$ cat config.mk
export PLATFORM = sky130hd
export DESIGN_NAME = fir_sample_buffer
export DESIGN_NICKNAME = d
export VERILOG_FILES = /design/src/rtl/fir_sample_buffer.sv
export SDC_FILE = /design/constraint.sdc
export NUM_CORES = 2
export LEC_CHECK = 0
export BUFFER_PORTS_ARGS = -buffer_cell sky130_fd_sc_hd__buf_2
export CORE_AREA = 2 2 405 407
export CTS_BUF_LIST = sky130_fd_sc_hd__clkbuf_8
export CTS_CLUSTER_SIZE = 16
export DETAILED_ROUTE_END_ITERATION = 6
export DIE_AREA = 0 0 407 409
export GPL_TIMING_DRIVEN = 0
export PLACE_DENSITY = 0.55
export SETUP_SLACK_MARGIN = 0.2
export SYNTH_ARGS = -nofsm -noshare
export SYNTH_HDL_FRONTEND = slang
export SYNTH_SLANG_ARGS = --single-unit
export TNS_END_PERCENT = 5
$ cat constraint.sdc
create_clock -name clk_in -period 4.9 [get_ports clk_in]
set_input_delay 0.245 -clock clk_in [delete_from_list [all_inputs] [get_ports clk_in]]
set_output_delay 0.245 -clock clk_in [all_outputs]
set_load 0.02 [all_outputs]
$ cat src/rtl/fir_sample_buffer.sv
// fir_sample_buffer
//   Upstream feeder for the 63-tap FIR stage. Incoming signed samples go into
//   a DEPTH-entry circular history buffer. After every DECIM accepted samples
//   the FIR is started with a one-cycle ready pulse. A frozen offset tells the
//   FIR which entry holds the newest sample. New starts are held off until the
//   FIR reports done, and input that outpaces the filter raises a sticky
//   overrun flag.
//
// Ports
//   clk_in        system clock
//   rst_in        synchronous active-high reset
//   sample_in     incoming signed audio sample (WIDTH bits)
//   valid_in      single-cycle strobe qualifying sample_in (no backpressure)
//   fir_done_in   done pulse from the FIR stage
//   sample_out    history buffer contents, unpacked [DEPTH-1:0]
//   offset_out    index of the newest sample at the last FIR start
//   ready_out     one-cycle pulse that starts the FIR
//   busy_out      high while waiting for the FIR to finish
//   overrun_out   sticky overrun flag, cleared only by reset
//   overrun_count_out  (only with FIR_SAMPLE_BUFFER_OVERRUN_CNT_EN defined)
//                 saturating 8-bit count of overrun events
//
// Build option
//   FIR_SAMPLE_BUFFER_OVERRUN_CNT_EN : adds overrun_count_out.

module fir_sample_buffer #(
  parameter int DEPTH = 64,
  parameter int WIDTH = 16,
  parameter int DECIM = 1
) (
  input  logic                       clk_in,
  input  logic                       rst_in,
  input  logic signed [WIDTH-1:0]    sample_in,
  input  logic                       valid_in,
  input  logic                       fir_done_in,
  output logic signed [WIDTH-1:0]    sample_out [DEPTH-1:0],
  output logic [$clog2(DEPTH)-1:0]   offset_out,
  output logic                       ready_out,
  output logic                       busy_out,
  output logic                       overrun_out
`ifdef FIR_SAMPLE_BUFFER_OVERRUN_CNT_EN
  ,
  output logic [7:0]                 overrun_count_out
`endif
);

  localparam int PTR_W = $clog2(DEPTH);
  localparam logic [7:0] DECIM_U8 = 8'(DECIM);

  localparam logic [0:0] IDLE = 1'b0;
  localparam logic [0:0] BUSY = 1'b1;

  logic [0:0]       state;
  logic [PTR_W-1:0] wr_ptr;
  logic [PTR_W-1:0] wr_ptr_nxt;
  logic [7:0]       dec_cnt;
  logic [7:0]       dec_cnt_inc;
  logic [1:0]       busy_wr_cnt;
  logic             trigger;
  logic             drop;
  logic             hit2;

  always_comb begin
    wr_ptr_nxt  = wr_ptr + 1'b1;
    dec_cnt_inc = dec_cnt + 8'd1;
    trigger     = valid_in && (dec_cnt_inc == DECIM_U8);
    // A trigger arriving while the FIR still runs is dropped, including on
    // the edge where fir_done_in returns.
    drop        = (state == BUSY) && trigger;
    // Second write during a run overwrites the oldest entry the FIR reads.
    hit2        = (state == BUSY) && valid_in && (busy_wr_cnt == 2'd1);
  end

  // History buffer: newest sample always lives at the post-increment pointer.
  always_ff @(posedge clk_in) begin
    if (rst_in) begin
      sample_out <= '{default: '0};
    end else if (valid_in) begin
      sample_out[wr_ptr_nxt] <= sample_in;
    end
  end

  always_ff @(posedge clk_in) begin
    if (rst_in) begin
      state       <= IDLE;
      wr_ptr      <= '0;
      dec_cnt     <= '0;
      offset_out  <= '0;
      ready_out   <= 1'b0;
      busy_out    <= 1'b0;
      overrun_out <= 1'b0;
      busy_wr_cnt <= '0;
    end else begin
      ready_out <= 1'b0;

      if (valid_in) begin
        wr_ptr  <= wr_ptr_nxt;
        dec_cnt <= trigger ? '0 : dec_cnt_inc;
      end

      if (drop || hit2) begin
        overrun_out <= 1'b1;
      end

      if (state == IDLE) begin
        // fir_done_in is deliberately ignored here (stray post-reset pulse).
        if (trigger) begin
          state       <= BUSY;
          offset_out  <= wr_ptr_nxt;
          ready_out   <= 1'b1;
          busy_out    <= 1'b1;
          busy_wr_cnt <= '0;
        end
      end else begin
        if (valid_in && (busy_wr_cnt != 2'd2)) begin
          busy_wr_cnt <= busy_wr_cnt + 2'd1;
        end
        if (fir_done_in) begin
          state    <= IDLE;
          busy_out <= 1'b0;
        end
      end
    end
  end

`ifdef FIR_SAMPLE_BUFFER_OVERRUN_CNT_EN
  logic [1:0] ovr_events;
  logic [8:0] ovr_sum;

  // A dropped trigger and a second busy write can coincide: count both.
  always_comb begin
    ovr_events = {1'b0, drop} + {1'b0, hit2};
    ovr_sum    = {1'b0, overrun_count_out} + {7'd0, ovr_events};
  end

  always_ff @(posedge clk_in) begin
    if (rst_in) begin
      overrun_count_out <= '0;
    end else begin
      overrun_count_out <= ovr_sum[8] ? 8'hFF : ovr_sum[7:0];
    end
  end
`endif

endmodule

==> flow_summary.toml <==
[die]
std_cell_rows = 148
coreArea_um2 = 162000
io-pin-count = 1053
die_h_um = 409
initial_core_utilization_pct = 23.80
dieArea_um2 = 166500
fp.dieW_um = 407

[yosys]
ys_top_cells_by_area = "sky130_fd_sc_hd__dfxtp_1 54%, sky130_fd_sc_hd__mux2i_1 20%, sky130_fd_sc_hd__nor2_1 7.7%"
synth.top_cell.area_share_pct = 54.50
edff_count_synth = 0
ys.warnings.count = 0
synth-main-ff-cell = "sky130_fd_sc_hd__dfxtp_1"
synth_cells = 3944
synth_async_sr_flop_share_pct = 0
yosysTopAreaCell = "sky130_fd_sc_hd__dfxtp_1"
postSynthAreaPerCell_um2 = 9.779
postSynthRegisterBits = 1050
synth_nets = 3969
yosysUniqueCellTypes = 52
yosysSeqAreaShare_pct = 54.50
syn-cell-area_um2 = 38570

[clocking]
cts_inserted_buffers = 183
post-cts-setup-buffers = 0
clkLatencyLatePin_ps = 950
clkSlewWorstSetupHoldPaths_ps = 70
cts.sink_count = 1050
cts_htree_levels = 4
cts_resized = 0
cts.root.buffer_cell = "sky130_fd_sc_hd__clkbuf_8"
clockBufferDepth = 3
tritoncts = "built"

[power]
power-per-cell-area_nw_per_um2 = 350.4
fin_total_pwr_w = 0.01777
intPower_w = 0.01316
netSwitchingFraction_pct = 25.95
seqPwrFrac_pct = 48.5
ir_worst_vdd_uv = 273.4
switching_power_of_the_nets_w = 0.004611
p_comb_share_pct = 5.2
power_leakage_nw = 20.66
clkPwrFrac_pct = 46.3

[timing]
final_setup_tns_ps = 0
setup-violations-final = 0
final.period_utilization_pct = 80.64
finClkSkew_ps = 48.98
timing.final.crit_period_ps = 3951
unrepaired_setup_endpoints_after_global_routing = "false"
timing_hold_violations_final = 0
fmax_ghz = 0.2531
finalMaxSlewViolations = 0
worst-slew-pin-transition_ps = 1480
relSlewSlack_pct = 1.347

[critical_path]
timing_worst_setup_path_type = "flip-flop to flip-flop"
timing.critical_path.required_ps = 5760
setup.worst_path.start_class = "flip-flop"
crit_path_end_kind = "flip-flop"
worst_ep_arrival_time_ps = 4810
critPathMaxFanout = 10

[cells_and_area]
finish.instance_area_um2 = 50710
layout_commonest_cell = "sky130_fd_sc_hd__buf_2"
final_cells = 7511
fill_cells = 17132
finalNetCount = 5218
final_core_density_pct = 31.29
commonest_non_fill_non_tap_cells_in_the_layout = "1061 x sky130_fd_sc_hd__buf_2, 1050 x sky130_fd_sc_hd__dfxtp_1, 788 x sky130_fd_sc_hd__nor2_1, 769 x sky130_fd_sc_hd__mux2i_1, 523 x sky130_fd_sc_hd__nand2_1"
syn2layout_area_growth_pct = 31.47
final_layout_size_suffix_gt1_share_pct = 27.74

[global_route]
first_pass_grt_wire_length_um = 252300
maximum_number_of_pins_on_one_net_before_global_route_repair = 17
grtUsageTotal_pct = 21.62
overflow = 0
antenna_found_initial = 15
first_global_vias = 32122

[drt]
drt-pass1-iter-count = 5
drc = 0
vias_after_detailed_routing = 33664
route.detailed.wl_per_inst_um = 24.92
drt_iter0_markers = 2171
vias_per_cell = 4.482
detail_route.wirelength_um = 187200
antenna_left = 0

[min_path]
worst_hold_path_type = "input pin to flip-flop"

[outcome]
result_of_the_run = "complete, no violations"

[placed_design]
cell_count_post_placement = 7168
post_dp_cell_area_um2 = 46810
buffer_ports.inserted = 1035
detailedPlacementHpwl_um = 144300
finalWeightedCongestion = 0.8573

[flow_run]
max_cap_violations = 0
## flip-flops by register name (all words and copies together), names as in the netlist
register / count
busy_out: 1
busy_wr_cnt: 2
dec_cnt: 8
offset_out: 6
overrun_out: 1
ready_out: 1
sample_out: 1024
state: 1
wr_ptr: 6
## cell usage after synthesis (7+ instances only)
library cell	n
sky130_fd_sc_hd__buf_6	20
sky130_fd_sc_hd__dfxtp_1	1050
sky130_fd_sc_hd__a2111oi_4	12
sky130_fd_sc_hd__nand3_1	14
sky130_fd_sc_hd__buf_2	26
sky130_fd_sc_hd__or3_1	11
sky130_fd_sc_hd__xor2_1	7
sky130_fd_sc_hd__buf_4	36
sky130_fd_sc_hd__or2_2	8
sky130_fd_sc_hd__nand2_1	523
sky130_fd_sc_hd__mux2i_1	769
sky130_fd_sc_hd__nand4_1	10
sky130_fd_sc_hd__xnor2_1	7
sky130_fd_sc_hd__clkbuf_1	222
sky130_fd_sc_hd__a21oi_2	18
sky130_fd_sc_hd__nor2_1	788
sky130_fd_sc_hd__a221oi_4	12
sky130_fd_sc_hd__a21oi_1	269
sky130_fd_sc_hd__buf_1	56
## per-stage QoR
stage | hold WS [ps] | worst slack, ps
2_1_floorplan | 426.8 | 2182
3_3_place_gp | 440.6 | 515.0
3_5_place_dp | 443.5 | 910.4
4_1_cts | 27.40 | 852.9
5_1_grt | 100.5 | 634.2
6_report | 162.4 | 948.7
## cell type report
cell class / instances / area [µm²] / share of cell area [%]
Antenna cell: 12 / 30.03 / 0.05922
Buffer: 360 / 1692 / 3.336
Clock buffer: 231 / 3179 / 6.270
Clock inverter: 85 / 533.0 / 1.051
Inverter: 6 / 22.52 / 0.04442
Multi-Input combinational cell: 2528 / 15860 / 31.27
Sequential cell: 1050 / 21020 / 41.45
Tap cell: 2175 / 2721 / 5.367
Timing Repair Buffer: 1064 / 5650 / 11.14
## worst max-delay path, stage by stage, from the launching register on
cell,delay [ps]
sky130_fd_sc_hd__dfxtp_1,480
sky130_fd_sc_hd__ha_1,200
sky130_fd_sc_hd__buf_2,200
sky130_fd_sc_hd__xnor2_1,110
sky130_fd_sc_hd__a31oi_1,320
sky130_fd_sc_hd__clkbuf_1,650
sky130_fd_sc_hd__buf_2,430
sky130_fd_sc_hd__buf_2,420
sky130_fd_sc_hd__a211o_1,410
sky130_fd_sc_hd__buf_2,370
sky130_fd_sc_hd__nand2_1,110
sky130_fd_sc_hd__a21oi_1,140
## cell families after synthesis
group | Yosys count | synth area share (%)
simple gates | 1385 | 14.04
flops | 1050 | 54.50
mux | 769 | 19.96
buf+inv | 366 | 4.386
compound gates | 355 | 6.634
xor+xnor | 14 | 0.3179
fa+ha+maj | 5 | 0.1622
## what timing repair did
action | CTS | global route
endpoints found under the setup margin | 0 | 0
hold endpoints to repair | 56 | 0
hold buffers | 15 | 0
## power by group through the flow
stage / Sequential, W / Clock [W] / Combinational, W
2_1_floorplan: 0.00884 / 0 / 0.000368
3_3_place_gp: 0.00879 / 0 / 0.000894
3_5_place_dp: 0.00880 / 0 / 0.000927
4_1_cts: 0.00861 / 0.00843 / 0.000938
5_1_grt: 0.00861 / 0.00881 / 0.000971
6_report: 0.00861 / 0.00823 / 0.000925
## per-layer routing
layer	vias up	wire length, µm	global-route usage (%)
met3	341	14120	5.923
met5	-	0	0
li1	15560	-	-
met2	1427	90560	36.71
met1	16336	74140	25.13
met4	0	8367	9.872
## final timing paths
| kind | from | end | slack (ps) | cells past startpoint |
|---|---|---|---|---|
| max | wr_ptr[1]$_SDFFE_PP0P_ | sample_out[519]$_SDFFE_PP0P_ | 950 | 11 |
| min | fir_done_in | state$_SDFF_PP0_ | 160 | 4 |
| max reg2reg | wr_ptr[1]$_SDFFE_PP0P_ | sample_out[519]$_SDFFE_PP0P_ | 950 | 11 |
| min reg2reg | sample_out[629]$_SDFFE_PP0P_ | sample_out[629]$_SDFFE_PP0P_ | 450 | 2 |
(Power assumes the default switching activity.)
